<file path="src/rtl/execute_unit.sv">
// execute_unit: multicycle execute stage of the LEGv8 core.
// Computes ALU result and NZCV flags from the latched operands. MUL runs as a
// 32-step shift-add. Branch target and taken decision are resolved alongside.
// Ports:
//   clock, reset         rising-edge clock, synchronous active-high reset
//   start                operands valid, sampled only when idle
//   aluOp, branchKind    operation select, branch kind (00 none/01 B/10 CBZ/11 CBNZ)
//   operandA, operandB   prepared operands
//   pcOffset, pcCurrent  sign-extended word offset, address of the instruction
//   busy, done           operation in flight, one-cycle completion pulse
//   result, flagN/Z/C/V  ALU/MUL result and condition flags
//   branchTaken, branchTarget  branch decision and target address
module execute_unit #(
   parameter int unsigned WIDTH = 32
) (
   input  logic             clock,
   input  logic             reset,
   input  logic             start,
   input  logic [3:0]       aluOp,
   input  logic [1:0]       branchKind,
   input  logic [WIDTH-1:0] operandA,
   input  logic [WIDTH-1:0] operandB,
   input  logic [WIDTH-1:0] pcOffset,
   input  logic [WIDTH-1:0] pcCurrent,
   output logic             busy,
   output logic             done,
   output logic [WIDTH-1:0] result,
   output logic             flagN,
   output logic             flagZ,
   output logic             flagC,
   output logic             flagV,
   output logic             branchTaken,
   output logic [WIDTH-1:0] branchTarget
);

   localparam int unsigned STEP_W    = 6;
   localparam int unsigned SUM_W     = WIDTH + 1;
   localparam int unsigned LAST_STEP = WIDTH - 1;

   localparam logic [1:0] IDLE   = 2'd0;
   localparam logic [1:0] EXEC   = 2'd1;
   localparam logic [1:0] MULT   = 2'd2;
   localparam logic [1:0] FINISH = 2'd3;

   localparam logic [3:0] OP_AND = 4'b0000;
   localparam logic [3:0] OP_ORR = 4'b0001;
   localparam logic [3:0] OP_ADD = 4'b0010;
   localparam logic [3:0] OP_EOR = 4'b0011;
   localparam logic [3:0] OP_LSL = 4'b0100;
   localparam logic [3:0] OP_LSR = 4'b0101;
   localparam logic [3:0] OP_SUB = 4'b0110;
   localparam logic [3:0] OP_PSB = 4'b0111;
   localparam logic [3:0] OP_MUL = 4'b1000;
   localparam logic [3:0] OP_NOR = 4'b1100;

   logic [1:0]        state, stateNext;
   logic [3:0]        opReg, opNext;
   logic [1:0]        kindReg, kindNext;
   logic [WIDTH-1:0]  aReg, aNext;
   logic [WIDTH-1:0]  bReg, bNext;
   logic [WIDTH-1:0]  offReg, offNext;
   logic [WIDTH-1:0]  pcReg, pcNext;
   logic [WIDTH-1:0]  acc, accNext;
   logic [WIDTH-1:0]  mcand, mcandNext;
   logic [WIDTH-1:0]  mplier, mplierNext;
   logic [STEP_W-1:0] stepCount, stepNext;

   logic              busyNext, doneNext;
   logic [WIDTH-1:0]  resultNext, targetNext;
   logic              nNext, zNext, cNext, vNext, takenNext;

   logic [SUM_W-1:0]  addSum, subSum;
   logic [WIDTH-1:0]  aluRes;
   logic              aluC, aluV;
   logic [WIDTH-1:0]  targetCalc;

   // Branch decision from the zero flag of the finished operation.
   function automatic logic resolveTaken(input logic [1:0] kind, input logic zero);
      logic taken;
      case (kind)
         2'b01:   taken = 1'b1;
         2'b10:   taken = zero;
         2'b11:   taken = ~zero;
         default: taken = 1'b0;
      endcase
      return taken;
   endfunction

   // Single-cycle ALU on the latched operands; SUB is A + ~B + 1 so C=1 means no borrow.
   always_comb begin
      addSum     = {1'b0, aReg} + {1'b0, bReg};
      subSum     = {1'b0, aReg} + {1'b0, ~bReg} + SUM_W'(1);
      aluRes     = '0;
      aluC       = 1'b0;
      aluV       = 1'b0;
      targetCalc = pcReg + (offReg << 2);
      case (opReg)
         OP_AND: aluRes = aReg & bReg;
         OP_ORR: aluRes = aReg | bReg;
         OP_ADD: begin
            aluRes = addSum[WIDTH-1:0];
            aluC   = addSum[WIDTH];
            aluV   = (aReg[WIDTH-1] == bReg[WIDTH-1]) && (aluRes[WIDTH-1] != aReg[WIDTH-1]);
         end
         OP_EOR: aluRes = aReg ^ bReg;
         OP_LSL: aluRes = aReg << bReg[4:0];
         OP_LSR: aluRes = aReg >> bReg[4:0];
         OP_SUB: begin
            aluRes = subSum[WIDTH-1:0];
            aluC   = subSum[WIDTH];
            aluV   = (aReg[WIDTH-1] != bReg[WIDTH-1]) && (aluRes[WIDTH-1] != aReg[WIDTH-1]);
         end
         OP_PSB: aluRes = bReg;
         OP_NOR: aluRes = ~(aReg | bReg);
         default: aluRes = '0;
      endcase
   end

   // Next-state and next-output logic.
   always_comb begin
      stateNext  = state;
      opNext     = opReg;
      kindNext   = kindReg;
      aNext      = aReg;
      bNext      = bReg;
      offNext    = offReg;
      pcNext     = pcReg;
      accNext    = acc;
      mcandNext  = mcand;
      mplierNext = mplier;
      stepNext   = stepCount;
      doneNext   = 1'b0;
      resultNext = result;
      nNext      = flagN;
      zNext      = flagZ;
      cNext      = flagC;
      vNext      = flagV;
      takenNext  = branchTaken;
      targetNext = branchTarget;

      case (state)
         IDLE: begin
            if (start) begin
               opNext     = aluOp;
               kindNext   = branchKind;
               aNext      = operandA;
               bNext      = operandB;
               offNext    = pcOffset;
               pcNext     = pcCurrent;
               accNext    = '0;
               mcandNext  = operandA;
               mplierNext = operandB;
               stepNext   = '0;
               stateNext  = (aluOp == OP_MUL) ? MULT : EXEC;
            end
         end
         EXEC: begin
            resultNext = aluRes;
            nNext      = aluRes[WIDTH-1];
            zNext      = (aluRes == '0);
            cNext      = aluC;
            vNext      = aluV;
            takenNext  = resolveTaken(kindReg, aluRes == '0);
            targetNext = targetCalc;
            doneNext   = 1'b1;
            stateNext  = IDLE;
         end
         MULT: begin
            // Only the low word of the product is kept, so the shifted
            // multiplicand may drop its upper bits.
            if (mplier[0]) accNext = acc + mcand;
            mcandNext  = mcand << 1;
            mplierNext = mplier >> 1;
            stepNext   = stepCount + STEP_W'(1);
            if (stepCount == STEP_W'(LAST_STEP)) stateNext = FINISH;
         end
         FINISH: begin
            resultNext = acc;
            nNext      = acc[WIDTH-1];
            zNext      = (acc == '0);
            cNext      = 1'b0;
            vNext      = 1'b0;
            takenNext  = resolveTaken(kindReg, acc == '0);
            targetNext = targetCalc;
            doneNext   = 1'b1;
            stateNext  = IDLE;
         end
         default: stateNext = IDLE;
      endcase

      // busy drops in the done cycle so a new start is accepted back-to-back.
      busyNext = (stateNext != IDLE);
   end

   // State and output registers.
   always_ff @(posedge clock) begin
      if (reset) begin
         state        <= IDLE;
         opReg        <= '0;
         kindReg      <= '0;
         aReg         <= '0;
         bReg         <= '0;
         offReg       <= '0;
         pcReg        <= '0;
         acc          <= '0;
         mcand        <= '0;
         mplier       <= '0;
         stepCount    <= '0;
         busy         <= 1'b0;
         done         <= 1'b0;
         result       <= '0;
         flagN        <= 1'b0;
         flagZ        <= 1'b0;
         flagC        <= 1'b0;
         flagV        <= 1'b0;
         branchTaken  <= 1'b0;
         branchTarget <= '0;
      end else begin
         state        <= stateNext;
         opReg        <= opNext;
         kindReg      <= kindNext;
         aReg         <= aNext;
         bReg         <= bNext;
         offReg       <= offNext;
         pcReg        <= pcNext;
         acc          <= accNext;
         mcand        <= mcandNext;
         mplier       <= mplierNext;
         stepCount    <= stepNext;
         busy         <= busyNext;
         done         <= doneNext;
         result       <= resultNext;
         flagN        <= nNext;
         flagZ        <= zNext;
         flagC        <= cNext;
         flagV        <= vNext;
         branchTaken  <= takenNext;
         branchTarget <= targetNext;
      end
   end

endmodule

</file>
<file path="config.mk">
export PLATFORM = sky130hd
export DESIGN_NAME = execute_unit
export DESIGN_NICKNAME = d
export VERILOG_FILES = /design/src/rtl/execute_unit.sv
export SDC_FILE = /design/constraint.sdc
export NUM_CORES = 1
export LEC_CHECK = 0
export ABC_AREA = 0
export BUFFER_PORTS_ARGS = -buffer_cell sky130_fd_sc_hd__buf_2
export CORE_UTILIZATION = 30
export DETAILED_ROUTE_END_ITERATION = 8
export MAX_ROUTING_LAYER = met4
export SYNTH_ARGS = -nofsm -noshare
export SYNTH_HDL_FRONTEND = slang
export SYNTH_SLANG_ARGS = --single-unit
export TNS_END_PERCENT = 20
</file>
<file path="constraint.sdc">
create_clock -name clock -period 4.2 [get_ports clock]
set_input_delay 0.21 -clock clock [delete_from_list [all_inputs] [get_ports clock]]
set_output_delay 0.21 -clock clock [all_outputs]
set_load 0.005 [all_outputs]
</file>
---- Word level (Yosys, flattened, before mapping) ----
Index checks and enable logic that the tools add are counted.
storage, ports and cells
  bits in registers ....................... 307
  bits of input ports ..................... 137
  output and inout port bits .............. 71
  word-level logic and storage cells ...... 95
cells by class
  add/subtract/negate cells ............... 6
  equality and inequality tests ........... 22
  shift-type cells ........................ 2
  multiplexer cells ....................... 25
  bitwise logic cells ..................... 7
  reduce and logical (&&, ||, !) cells .... 13
operators with widths
  cell                   number
  $pmux 32 s9            1
  $pmux 32 s2            4
  $mux 32                4
  $add 32x32->33         2
  $add 32x32->32         2
  $logic_not 32->1       2
  $not 32->32            2
  $add 33x1->33 const B  1
  $and 32x32->32         1
  $or 32x32->32          1
  $shl 32x5->32          1
  $shr 32x5->32          1
  $xor 32x32->32         1
  $eq 4x3->1 const B     4
  $pmux 1 s2             7
  $pmux 6 s2             1
  $eq 2x2->1 const B     4
  $eq 4x2->1 const B     2
  $eq 4x4->1 const B     2
  $add 6x1->6 const B    1
  $eq 6x5->1 const B     1
  $mux 2                 3
  $mux 6                 1
  $pmux 1 s3             2
  15 further kinds       24

---- Logic depth before layout (Yosys ltp) ----
Gate-level depths: netlist of run 1.
  depth after elaboration ................. 8
  gate-level depth with buffers ........... 19

---- Least setup slack after synthesis of run 1 ----
No wires, ideal clock.
  path kind ............................... reg-to-reg
  from .................................... reg bReg[2]
  to ...................................... reg branchTaken
  library setup time ...................... 0.122 ns
  arrival time ............................ 4.116 ns
  required time ........................... 4.078 ns
  slack ................................... -0.038 ns
  cell stages (with the launch flop) ...... 20
  path through ............................ dfxtp_1 buf_2 clkinv_1 clkbuf_1 clkbuf_1 ha_1 clkbuf_1 nand2b_1 a221oi_1 o211ai_1 a31o_2 nand3b_1 a21oi_1 o221a_2 a221oi_1 nor2_1 or4bb_1 o21ai_2 or3_1 nand3_1
between the ends
  word-level cells in the longest chain between the ends .. 8
RTL lines
  element                 line  source
  start, declared         60    logic [WIDTH-1:0] bReg, bNext;
  start signal, assigned  223   bReg <= bNext;
  $not 32->32             92    subSum = {1'b0, aReg} + {1'b0, ~bReg} + SUM_W'(1);
  $add 32x32->33          92
  $add 33x1->33           92
  $pmux 32 s9 (*)         97    case (opReg)
  $logic_not 32->1 (*)    163   takenNext = resolveTaken(kindReg, aluRes == '0);
  $not 1->1               83    2'b11: taken = ~zero;
  $pmux 1 s3 (*)          80    case (kind)
  $pmux 1 s2 (*)          141   case (state)
  end signal, assigned    237   branchTaken <= takenNext;
  end, declared           32    output logic branchTaken,
Every way passes the cells marked *; elsewhere a longest branch is shown, timed or not.
A chain may end at the register's enable or synchronous reset.

---- Worst setup path after layout of run 1 ----
  from .................................... reg bReg[1]
  to ...................................... reg branchTaken
The elaborated chain is that of the path after synthesis.

==> flow_summary.ini, run 1 <==
[floorplan]
rows = 104
initial_core_util = 0.305
ios = 208
die_area_mm2 = 0.0833
core-area_mm2 = 0.0809
die_x_um = 289
dieHeight_um = 289

[clock_tree]
htree_levels = 2
clock-sinks = 306
clockRootBuffer = clkbuf_16
clk_latency_ps = 570
cts_max_path_buffers = 3
clkTransAtPathRegs_ps = 70
cts_tree = built
cts_buffers = 36

[yosys]
synth_area_leaders = dfxtp_1, ha_1, nand2_1
syn-num-nets = 3619
yosys.area.top_type = dfxtp_1
synth_flop_cell = dfxtp_1
synthCells = 3314
syn_area_per_cell_um2 = 7.44
synth-seq-area-share = 0.248
synth_top_cell_area_share = 0.248
synthArstFlopShare = 0
synth-seq-cells = 306
ys_warn_count = 0
synth_edf_count = 0
syn-cell-area_mm2 = 0.0247
ys_types = 89
yosys.cell_count.top_type = nand2_1
ys_top_cells_by_count = nand2_1, nor2_1, dfxtp_1

[setup_path]
worstSetupEndpointType = register
crit_path_start_kind = register
path_max_fanout = 5
path_class = reg2reg
cpLargestDelayFamily = compound AO/OA/AOI/OAI gates
cp_slowest_cell = a2111o_1
critPathRequiredTime_ps = 4650
critPathBufInv = 3
worst-endpoint-arrival_ps = 4590
critical_path.max_stage_delay_ps = 470
crit_chain = clkinv_2 -> ha_1 -> buf_4 -> a21oi_1 -> nand4b_1 -> a31oi_4 -> a31oi_4 -> o2111ai_2 -> and2_1 -> a221o_1 -> a2111o_1 -> nor4_4 -> buf_4 -> nand4b_1 -> o21ai_2 -> or3_1 -> nand3_1

[job]
cap_viol_max_count = 0

[worst_hold_path]
hp-class = in2reg

[detailed_routing]
first_iter_violations = 2728
drt-total-wl_um = 119000
wl_per_cell_um = 24.2
remaining_drc_errors = 0
avgViaCountPerCell = 5.65
antenna_left = 0
first_pass_iters = 7
vias = 27700

[sta]
fin_setup_tns_ps = 0
setup_violations = 0
hold_viol = 0
rsz0062_at_grt = true
finalCritPeriodShare = 0.987
skew_ps = 36.6
drv_slew = 0
relSlewSlack = 0.192
tightest_slew_ps = 1200
fin_crit_ps = 4150
max_freq_mhz = 241

[global_route]
grt_max_degree = 127
grtUsageMet1 = 0.364
grt.busiest_layer = met2
met2_usage = 0.441
grt.overflow.total = 0
grt_pass1_vias = 26300
grt_pass1_wl_um = 174000
antenna_found_initial = 10
gr-usage-met3 = 0.0532
track_usage = 0.287

[final_layout]
num-nets-final = 4109
postLayoutCellArea_mm2 = 0.0318
areaGrowthSynthToFinish_pct = 28.8
drive_gt1_frac = 0.212
fillers = 8467
finalNonFillerCells = 4898

[placed_design]
placedCellCount = 4706
dpl-instance-area_mm2 = 0.0291
io_buffer_count = 205
gp_congestion = 1.13
place_hpwl_um = 91600

[power]
power_density_mw_per_mm2 = 301
irDropWorstVdd_uv = 292
p_leak_nw = 13.5
p_total_w = 0.00955

[outcome]
status = complete, no violations
[stage by stage]
stage	hold WS [ps]	util	setup WS [ps]
6_report	15.2	0.392	52.9
5_1_grt	2.45	0.392	-87.3
4_1_cts	1.82	0.390	18.1
3_5_place_dp	443	0.359	-330
3_3_place_gp	436	0.359	-278
2_1_floorplan	346	-	11.7
[state kept, by name (all words and copies together) (netlist names), 2 cells and up]
| name | flops |
|---|---|
| aReg | 32 |
| acc | 32 |
| bReg | 32 |
| branchTarget | 32 |
| mcand | 32 |
| mplier | 32 |
| pcReg | 32 |
| result | 32 |
| offReg | 30 |
| stepCount | 6 |
| opReg | 4 |
| kindReg | 2 |
| state | 2 |
[final timing paths]
kind / from / to / slack [ps] / cells after the start
setup / recovery: bReg[1] / branchTaken / 50 / 17
hold / removal: operandA[11] / aReg[11] / 20 / 3
setup reg to reg: bReg[1] / branchTaken / 50 / 17
hold reg to reg: pcReg[0] / pcReg[0] / 460 / 2
[tightest hold or removal path, delay by kind of cell]
family                 cells  cell delay, ps
AND/OR/NAND/NOR            1              80
AO/OA/AOI/OAI              1              70
buffers and inverters      1             150
[cell type report]
class / count / area, um2 / share of cell area
tap: 1060 / 1330 / 0.0417
clock buffer: 49 / 1040 / 0.0328
clock inverter: 14 / 145 / 0.00457
antenna: 9 / 22.5 / 0.000709
timing repair buffer: 717 / 5430 / 0.171
multi-input combinational: 2626 / 17200 / 0.542
inverter: 117 / 443 / 0.0139
sequential: 306 / 6150 / 0.194
[layout by cell type (no fill, tap or decap), types with 14 or more instances in the layout]
cell           instances
a21o_1                46
nand2b_1              29
o21ai_0              167
ha_1                 159
buf_4                376
dlygate4sd3_1        118
buf_12                14
o211ai_1              35
nand2_1              508
nand4_1               17
o21bai_1              19
xnor2_1               37
dfxtp_1              295
nor3_1                57
or2_2                 17
a221o_1               15
or3_1                 23
a211oi_1             101
nor2_1               380
mux2_2                20
o22ai_1               42
clkbuf_16             39
nand3_1               48
a21oi_1              289
a31oi_1               32
nor4_1                16
xor2_1                24
a221oi_1              15
nor2b_1               30
buf_2                204
mux2i_1              132
and3_1                15
a22oi_1               65
mux4_2                35
inv_1                111
[power breakdown]
part | internal, W | leakage (nW) | switching (W)
clock network | 0.00188 | 0.589 | 0.00137
logic | 0.00126 | 10.4 | 0.00184
registers | 0.00306 | 2.51 | 0.000145
[repair_timing]
item,in CTS,in global routing
endpoints found under the hold margin,119,0
pin swaps,0,8
hold buffers,118,0
buffers inserted,0,1
endpoints found under the setup margin,2,6
gates resized for setup,17,36
gates cloned,0,1
[logic make-up after synthesis]
family,after synthesis,share of synthesized area
flops,306,0.248
mux,195,0.102
simple gates,1219,0.219
buf+inv,382,0.0640
compound gates,983,0.259
fa+ha+maj,168,0.0865
xor+xnor,61,0.0217
[metal layers]
metal | vias to the layer above | share of wire
met1 | 13300 | 0.42
met5 | - | 0
met3 | 263 | 0.084
met4 | 0 | 0.051
li1 | 12900 | -
met2 | 1248 | 0.45
(Power assumes the default switching activity.)
==> inputs of run 2 (changes only) <==
Settings changed: PLACE_DENSITY from default to 0.54.
==> run 2 against run 1 <==
The run now ends with negative setup slack left. First-iteration DRC count rose by 1.9%. Critical path depth fell by 1. Final cell count barely moved. Flip-flop and latch count did not move. Worst setup slack got worse by 120 ps. Maximum frequency fell by 2.8%. Via count rose by 0.38%. Core utilization barely moved. Combinational power barely moved.
==> flow_summary.ini, run 2 (same netlist as run 1, synthesis figures left out) <==
[outcome]
status = finished with violations
violations = negative setup slack

[worst_hold_path]
hp-class = in2reg

[sta]
fin_crit_ps = 4270
max_freq_mhz = 234
fin_ws_ps = -67.8
finalCritPeriodShare = 1.02
setup_violations = 1
hold_viol = 0
skew_ps = 28.6
relSlewSlack = 0.183
rsz0062_at_grt = true
tightest_slew_ps = 1210
drv_slew = 0

[placed_design]
io_buffer_count = 205
place_hpwl_um = 90500
gp_congestion = 1.07

[clock_tree]
cts_tree = built
clock-sinks = 306
clk_latency_ps = 560
cts_max_path_buffers = 3
clockRootBuffer = clkbuf_16
htree_levels = 2
clkTransAtPathRegs_ps = 60
cts_buffers = 35

[setup_path]
path_class = reg2reg
worst-endpoint-arrival_ps = 4700
worstSetupEndpointType = register
critical_path.max_stage_delay_ps = 590
critPathRequiredTime_ps = 4630
reg2reg_slack_ps = -70
crit_path_start_kind = register
crit_chain = buf_12 -> buf_8 -> mux2_2 -> mux2_2 -> mux2i_1 -> o22ai_1 -> nor3_2 -> o21ai_0 -> or3_1 -> or4_4 -> nor4_4 -> buf_4 -> nand4b_1 -> o21ai_2 -> or3_1 -> nand3_1
path_max_fanout = 10
cp_slowest_cell = or4_4

[final_layout]
fin_util = 0.392
fillers = 8602
final_cell_mix = nand2_1, nor2_1, buf_4
drive_gt1_frac = 0.211
areaGrowthSynthToFinish_pct = 28.8
num-nets-final = 4116
final_common_cell = nand2_1

[detailed_routing]
wl_per_cell_um = 24.0
m1WireLength_um = 49900
first_iter_violations = 2780
avgViaCountPerCell = 5.67
drt-total-wl_um = 117000
highest_layer = met4
route.met3.wl_um = 10000
remaining_drc_errors = 0
wl_met2_um = 52200
vias = 27800
first_pass_iters = 6
antenna_left = 0

[global_route]
grt_pass1_vias = 26200
grt.overflow.total = 0
grt_pass1_wl_um = 172000
antenna_found_initial = 8
grt_max_degree = 183
track_usage = 0.282

[power]
p_leak_nw = 13.4
power_density_mw_per_mm2 = 295
p_total_w = 0.00936
irDropWorstVdd_uv = 263

[floorplan]
die_area_mm2 = 0.0833
initial_core_util = 0.305
dieHeight_um = 289
die_x_um = 289
ios = 208
rows = 104
core-area_mm2 = 0.0809

[job]
cap_viol_max_count = 0
run 2: changes by cell type in the layout (fill, tap and decap cells not counted), sizes merged:
cell         previous run  this run
buf                   598       606
clkbuf                 50        58
clkinv                 12         5
diode                   9         5
bufinv                  2         0
clkinvlp                1         3
dlygate4sd3           118       117
inv                   116       115
run 2: power by group:
group / switching, W / internal [W] / total (W)
clock network: 0.00129 / 0.00173 / 0.00303
registers: 0.000151 / 0.00306 / 0.00321
logic: 0.00182 / 0.00129 / 0.00311
run 2: timing repair:
item | in CTS | in global routing
gates resized for setup | 7 | 45
setup endpoints to repair | 2 | 5
gates cloned | 0 | 2
hold buffers | 117 | 0
setup buffers | 0 | 3
endpoints found under the hold margin | 118 | 0
pin swaps | 1 | 10
run 2: routing by layer:
| metal | up-vias | global-route usage |
|---|---|---|
| li1 | 12900 | - |
| met1 | 13400 | 0.362 |
| met2 | 1253 | 0.434 |
| met3 | 269 | 0.0538 |
| met4 | 0 | 0.111 |
| met5 | - | - |
run 2: path summary, 6_finish.rpt:
path         depth (start not counted)          end          from
min reg2reg                          2     pcReg[0]      pcReg[0]
max reg2reg                         16  branchTaken       bReg[1]
min                                  3     bReg[26]  operandB[26]
max                                 16  branchTaken       bReg[1]
run 2: per-stage QoR:
stage	area (um2)	hold WS, ps	setup WS [ps]	instances	TNS (ps)
final	31800	11.9	-67.8	4901	-67.8
after global routing	31800	10.7	-142	4901	-238
after CTS	31500	2.39	14.1	4891	0
after detailed placement	29100	446	-53.4	4712	-53.4
after global placement	29100	437	-45.5	4712	-45.5
after floorplan	24700	346	11.7	3314	0
run 2: critical path, delay by kind of cell, from the launching register on:
| family | cells | cell delay [ps] |
|---|---|---|
| AOI/OAI and AO/OA | 3 | 480 |
| buffers and inverters | 3 | 470 |
| DFF | 1 | 380 |
| muxes | 3 | 870 |
| and+or+nand+nor | 7 | 1950 |
run 2: final cells by class:
cell class | instances | area, um2 | area share
diodes | 5 | 12.5 | 0.000394
repair buffers | 725 | 5510 | 0.174
multi-input cells | 2626 | 17200 | 0.542
well taps | 1060 | 1330 | 0.0418
inverters | 117 | 445 | 0.0140
clock buffers | 56 | 1060 | 0.0333
flip-flops and latches | 306 | 6150 | 0.194
clock inverters | 6 | 53.8 | 0.00169
